==> config.mk <==
export PLATFORM = sky130hd
export DESIGN_NAME = wide_add_seq
export DESIGN_NICKNAME = d
export VERILOG_FILES = /design/src/rtl/wide_add_seq.sv
export SDC_FILE = /design/constraint.sdc
export NUM_CORES = 1
export LEC_CHECK = 0
export CORE_MARGIN = 2
export CORE_UTILIZATION = 51
export DETAILED_ROUTE_END_ITERATION = 8
export GPL_ROUTABILITY_DRIVEN = 0
export PLACE_DENSITY = 0.86
export SLEW_MARGIN = 5
export SYNTH_ARGS = -nofsm -noshare
export SYNTH_HDL_FRONTEND = slang
export SYNTH_SLANG_ARGS = --single-unit
==> constraint.sdc <==
create_clock -name clk -period 2.7 [get_ports clk]
set_input_delay 0.54 -clock clk [delete_from_list [all_inputs] [get_ports clk]]
set_output_delay 0.54 -clock clk [all_outputs]
set_load 0.03 [all_outputs]
==> src/rtl/wide_add_seq.sv <==
`default_nettype none
// +--------------------------------------------------------------------------+
// | Module      : wide_add_seq                                               |
// | Description : Computes an N*WORDS-bit sum by time-multiplexing a single  |
// |               external N-bit adder, one word per clock, LSW first, with  |
// |               the carry chained word to word. Start/busy/done host       |
// |               handshake.                                                 |
// |               Optional macro WIDE_ADD_SUB_EN adds a 'sub' input that     |
// |               turns an accepted request into A-B (cout=1: no borrow).    |
// | Revision    : 1.0 - initial release                                      |
// +--------------------------------------------------------------------------+
module wide_add_seq #(
  parameter int N     = 4,
  parameter int WORDS = 4
) (
  input  logic                 clk,
  input  logic                 rst_n,
  input  logic                 start,
  input  logic [N*WORDS-1:0]   op_a,
  input  logic [N*WORDS-1:0]   op_b,
  input  logic                 cin,
  output logic                 busy,
  output logic                 done,
  output logic [N*WORDS-1:0]   result,
  output logic                 cout,
  output logic [N-1:0]         add_a,
  output logic [N-1:0]         add_b,
  output logic                 add_ci,
  input  logic [N-1:0]         add_sum,
  input  logic                 add_co
`ifdef WIDE_ADD_SUB_EN
  ,
  input  logic                 sub
`endif
);

  localparam int W  = N * WORDS;
  // Index counter is kept at least one bit wide so WORDS=1 still elaborates.
  localparam int IW = (WORDS > 1) ? $clog2(WORDS) : 1;
  localparam logic [IW-1:0] C_LAST_IDX = IW'(WORDS - 1);

  typedef enum logic [1:0] {
    S_IDLE = 2'd0,
    S_RUN  = 2'd1,
    S_DONE = 2'd2
  } state_t;

  state_t          r_state;
  state_t          w_next_state;
  logic [IW-1:0]   r_idx;
  logic            r_carry;
  logic [W-1:0]    r_a;
  logic [W-1:0]    r_b;
  logic [W-1:0]    r_result;
  logic            r_cout;

  logic            w_accept;
  logic            w_last;
  logic [W-1:0]    w_b_load;
  logic            w_carry_load;
  logic [N-1:0]    w_add_a;
  logic [N-1:0]    w_add_b;
  logic            w_add_ci;

  // A request is only honoured when the sequencer is not mid-operation.
  assign w_accept = start && ((r_state == S_IDLE) || (r_state == S_DONE));
  assign w_last   = (r_idx == C_LAST_IDX);

  // Operand B / initial carry as loaded on accept; subtraction is A + ~B + 1.
`ifdef WIDE_ADD_SUB_EN
  assign w_b_load     = sub ? ~op_b : op_b;
  assign w_carry_load = sub ? 1'b1  : cin;
`else
  assign w_b_load     = op_b;
  assign w_carry_load = cin;
`endif

  // State register.
  always_ff @(posedge clk or negedge rst_n) begin
    if (!rst_n) begin
      r_state <= S_IDLE;
    end else begin
      r_state <= w_next_state;
    end
  end

  // Next-state logic: RUN for exactly WORDS cycles, DONE for one cycle.
  always_comb begin
    w_next_state = r_state;
    case (r_state)
      S_IDLE:  if (start) w_next_state = S_RUN;
      S_RUN:   if (w_last) w_next_state = S_DONE;
      S_DONE:  w_next_state = start ? S_RUN : S_IDLE;
      default: w_next_state = S_IDLE;
    endcase
  end

  // Word select toward the shared adder; parked at zero outside RUN.
  always_comb begin
    w_add_a  = '0;
    w_add_b  = '0;
    w_add_ci = 1'b0;
    if (r_state == S_RUN) begin
      w_add_ci = r_carry;
      for (int k = 0; k < WORDS; k++) begin
        if (r_idx == IW'(k)) begin
          w_add_a = r_a[k*N +: N];
          w_add_b = r_b[k*N +: N];
        end
      end
    end
  end

  // Operand capture on accept, then per-word result/carry update during RUN.
  always_ff @(posedge clk or negedge rst_n) begin
    if (!rst_n) begin
      r_a      <= '0;
      r_b      <= '0;
      r_carry  <= 1'b0;
      r_idx    <= '0;
      r_result <= '0;
      r_cout   <= 1'b0;
    end else if (w_accept) begin
      r_a     <= op_a;
      r_b     <= w_b_load;
      r_carry <= w_carry_load;
      r_idx   <= '0;
    end else if (r_state == S_RUN) begin
      for (int k = 0; k < WORDS; k++) begin
        if (r_idx == IW'(k)) begin
          r_result[k*N +: N] <= add_sum;
        end
      end
      r_carry <= add_co;
      if (w_last) begin
        // Index holds at the last word; the next accept reloads it.
        r_cout <= add_co;
      end else begin
        r_idx <= r_idx + 1'b1;
      end
    end
  end

  assign busy   = (r_state == S_RUN);
  assign done   = (r_state == S_DONE);
  assign result = r_result;
  assign cout   = r_cout;
  assign add_a  = w_add_a;
  assign add_b  = w_add_b;
  assign add_ci = w_add_ci;

endmodule
`default_nettype wire

# After elaboration in Yosys (flattened, before gate mapping)
# Index checks and enable logic that the tools add are counted.
# classes
addsub	1
n_eq_ne	8
muxes	20
bitwise	1
reduce_logical	11
# ops
operator	count
$mux W4	10
$reduce_and A3 Y1	4
$mux W2	5
$eq A2 B2 Y1 const B	3
$pmux W2 S3	1
$eq A2 B1 Y1 const B	2
$logic_not A2 Y1	2
$mux W1	4
$ne A2 B2 Y1 const B	2
$reduce_and A2 Y1	2
$add A2 B1 Y2 const B	1
$ne A2 B1 Y1 const B	1
$reduce_bool A2 Y1	1
$logic_and A1 B1 Y1	1
$logic_or A1 B1 Y1	1
$not A1 Y1	1
# totals
register_bits	54
inputBits	41
out_inout_bits	28
word_cells	51

# Longest topological paths before layout
# Gate-level depths: netlist of the first run.
# logic_depth
depth_word	6
mapped_depth	6
mapped_depth_nobuf	5

# Worst setup path after synthesis of the first run
# Ideal clock, no wire load.
# synth_timing
path_kind	reg-to-output
start	reg r_idx[0]
end	out add_a[3]
t_arrival_ns	2.099
required_ns	2.160
setup_slack_ns	0.061
stages_incl_launch_ff	7
n_path_buf	1
path_cell_list	dfrtp_1 > inv_1 > ha_1 > nor2b_1 > buf_2 > a221oi_1 > o41ai_1
# synth_between
elab_chain_len	6
word_cells_on_any_way	9
cone_classes	3 x eq/ne; 5 x mux; 1 x reduce/logical
# synth_lines
item	line_no	text
from (decl)	50	logic [IW-1:0] r_idx;
from (signal assigned)	139	r_idx <= r_idx + 1'b1;
$logic_not A2 Y1	106	if (r_idx == IW'(k)) begin
$mux W4 (3 in series)	106	
$mux W4 *	106	
$mux W4 *	103	if (r_state == S_RUN) begin
to (decl)	26	output logic [N-1:0] add_a,
# Every way passes the cells marked *; elsewhere a longest branch is shown, timed or not.

# Final worst setup path of the first run
# layout_timing
start	reg r_idx[0]
end	out add_b[0]
# layout_between
elab_chain_len	6
word_cells_on_any_way	9
cone_classes	3 x eq/ne; 5 x mux; 1 x reduce/logical
# layout_lines
item	line_no	text
$logic_not A2 Y1	106	
$mux W4 (3 in series)	106	
$mux W4 *	106	
$mux W4 *	103	
to (decl)	27	output logic [N-1:0] add_b,
# Marks and branches as above.

==> results of run 1 <==
[path summary, 6_finish.rpt]
check | from | endpoint | cells past startpoint
min in group clk | result[2]$_DFFE_PN0P_ | result[2]$_DFFE_PN0P_ | 1
worst min register to register | result[2]$_DFFE_PN0P_ | result[2]$_DFFE_PN0P_ | 1
worst max register to register | r_idx[0]$_DFFE_PN0P_ | r_idx[0]$_DFFE_PN0P_ | 5
max in group asynchronous | rst_n | r_b[12]$_DFFE_PN0P_ | 2
worst min-delay path | rst_n | result[12]$_DFFE_PN0P_ | 2
worst max-delay path | r_idx[0]$_DFFE_PN0P_ | add_b[0] | 7
[kinds of logic after synthesis]
family                     count (synthesis)  share of synthesized area, %
buffers and inverters                     15                          3.86
adders and majority gates                  4                          2.06
and+or+nand+nor                           31                          7.40
DFF                                       54                          55.5
AOI/OAI and AO/OA                         20                          7.71
xor gates and xnor gates                   1                         0.360
muxes                                     50                          23.1
[synth_stat cells, types with 2 or more instances]
library cell | number | area [um2]
a221oi_1 | 7 | 61.3
o41ai_1 | 3 | 26.3
buf_4 | 3 | 22.5
nor2b_1 | 11 | 68.8
o21ai_0 | 3 | 15.0
ha_1 | 4 | 50.1
inv_1 | 3 | 11.3
buf_2 | 5 | 25.0
dfrtp_1 | 54 | 1350
mux2_2 | 49 | 552
o41ai_2 | 4 | 65.1
a21oi_1 | 2 | 10.0
nand3_1 | 7 | 35.0
buf_6 | 2 | 22.5
nand2_2 | 3 | 18.8
nand2_1 | 3 | 11.3
[stage by stage]
stage               worst slack, ps  cell area [um2]  total power, W
finish                         85.0             3310         0.00434
global route                  0.657             3310         0.00458
CTS                            32.9             3300         0.00438
detailed placement              296             3180         0.00380
global placement                345             3180         0.00375
floorplan                      60.6             2430         0.00298
[sequential cells by signal, indices dropped and copies added, names as in the netlist]
signal and count:
cout 1, r_b 16, r_carry 1, r_a 16
r_idx 2, result 16, r_state 2
[critical path: stages, from the launching register on]
cell and delay [ps]:
dfrtp_1 440, inv_1 90, ha_1 240, nor2b_4 150
buf_4 150, a221oi_1 390, o41ai_2 130, buf_4 180
[final cells by class]
type                       count  share of cell area [%]
clock inverter                 3                    1.36
clock buffer                   5                    2.08
tap                           54                    2.04
multi-input combinational    106                    30.5
sequential                    54                    40.9
inverter                       4                   0.606
timing repair buffer          78                    22.5
[timing repair]
item | CTS | global route
buffers inserted | 0 | 0
pin swaps | 0 | 1
resized for setup | 4 | 1
endpoints found under the hold margin | 0 | 0
endpoints found under the setup margin | 8 | 2
[layer usage]
layer | share of wire, % | routed length [um] | GRT usage (%) | vias to the layer above
met4 | 3.2 | 167 | 10.3 | 0
met5 | 0 | 0 | 0 | -
li1 | - | - | - | 775
met3 | 3.4 | 175 | 3.87 | 14
met1 | 42 | 2150 | 26.2 | 843
met2 | 52 | 2670 | 32.6 | 44
[power by group]
part           internal [W]  total (W)  switching [W]
clock network      0.000276   0.000537       0.000261
logic               0.00112    0.00235        0.00123
registers           0.00122    0.00146       0.000239
==> flow_metrics.env, run 1 <==
export IMPL_placed_cells=296
export IMPL_initial_core_util_pct=52.2
export IMPL_drc=0
export IMPL_fmax_mhz=382
export IMPL_clock_sinks=54
export IMPL_synth_edff_count=0
export IMPL_synth_flop_cell="dfrtp_1"
export IMPL_leakagePower_nw=1.40
export IMPL_ir_worst_vdd_uv=714
export IMPL_htreeDepth=2
export IMPL_cap_violations=0
export IMPL_via_per_inst=5.51
export IMPL_fin_cells=304
export IMPL_maxSlewViolCount=0
export IMPL_clk_pin_slew_ps=90
export IMPL_n_antenna_cell=0
export IMPL_hold_class="in -> async"
export IMPL_grt_pass1_vias=1673
export IMPL_worstSetupEndpointType="output port"
export IMPL_drtPass1Iterations=4
export IMPL_fin_util_pct=70.9
export IMPL_ios=69
export IMPL_synth_nets=220
export IMPL_cts_tree="done"
export IMPL_grt_start_max_net_pins=38
export IMPL_wirelength_mm=5.16
export IMPL_avgSynthCellArea_um2=13.9
export IMPL_multi_input_area_um2=1010
export IMPL_final_cell_mix="59 x clkdlybuf4s50_1, 54 x dfrtp_1, 49 x mux2_2"
export IMPL_ys_seq_area_share_pct=55.5
export IMPL_netlist_area_um2=2430
export IMPL_setup_viol_count_final=0
export IMPL_finalSetupTns_ps=0
export IMPL_critPathMaxFanout=4
export IMPL_regArea_um2=1350
export IMPL_fp_dieW_um=73.1
export IMPL_port_buffers=68
export IMPL_postCtsHoldBufs=0
export IMPL_syn_to_final_growth_pct=35.8
export IMPL_drtAntennaViolNets=0
export IMPL_nets=294
export IMPL_synth_cells=175
export IMPL_hold_viol_final=0
export IMPL_die_area_um2=5340
export IMPL_clk_latency_ps=300
export IMPL_antenna_found_initial=0
export IMPL_status="complete, no violations"
export IMPL_netlist_cell_type_count=28
export IMPL_vias=1676
export IMPL_worstMarginPinSlew_ps=490
export IMPL_power_density_nw_per_um2=1310
export IMPL_holdWs_ps=207
export IMPL_root_buffer="clkbuf_8"
export IMPL_dp_hpwl_mm=3.65
export IMPL_rsz0062_at_grt="false"
export IMPL_max_slew_margin_pct=67.3
export IMPL_die_h_um=73.1
export IMPL_mostFrequentLayoutCell="clkdlybuf4s50_1"
export IMPL_cp_start_kind="flip-flop"
export IMPL_rows=25
export IMPL_grt_pass1_wl_mm=8.17
export IMPL_min_period_ps=2610
export IMPL_drive_above_1_share_pct=35.6
export IMPL_clock_path_buffers=2
export IMPL_cts_buffers_inserted=5
export IMPL_core_um2=4660
export IMPL_drtIter0Drc=85
export IMPL_fill_cells=325
export IMPL_crit_required_ps=2160
export IMPL_wire_per_inst_um=17.0
export IMPL_reg2reg_slack_ps=1010
export IMPL_track_usage_pct=20.3
export IMPL_async_reset_ff_share_pct=100
export IMPL_setup_worst_path_class="reg -> out"
export IMPL_fin_skew_ps=2.92
export IMPL_yosysWarnings=0
export IMPL_timing_final_crit_share_pct=96.9
export IMPL_grt_ovfl_total=0
export IMPL_arrival_ps=2070
export IMPL_ys_seq_elements=54
Note: power is estimated with default switching activity, not from simulation.
==> run 2: changes to the inputs <==
--- a/config.mk
+++ b/config.mk
@@ -10,7 +10,6 @@
 export DETAILED_ROUTE_END_ITERATION = 8
 export GPL_ROUTABILITY_DRIVEN = 0
 export PLACE_DENSITY = 0.86
-export SLEW_MARGIN = 5
 export SYNTH_ARGS = -nofsm -noshare
 export SYNTH_HDL_FRONTEND = slang
 export SYNTH_SLANG_ARGS = --single-unit
==> results of run 2 <==
No change in the layout: final DEF, timing and power equal those of run 1.
==> run 3: changes to the inputs <==
--- a/config.mk
+++ b/config.mk
@@ -10,6 +10,7 @@
 export DETAILED_ROUTE_END_ITERATION = 8
 export GPL_ROUTABILITY_DRIVEN = 0
 export PLACE_DENSITY = 0.86
+export SLEW_MARGIN = 10
 export SYNTH_ARGS = -nofsm -noshare
 export SYNTH_HDL_FRONTEND = slang
 export SYNTH_SLANG_ARGS = --single-unit
==> results of run 3 <==
No change in the layout: final DEF, timing and power equal those of run 1.
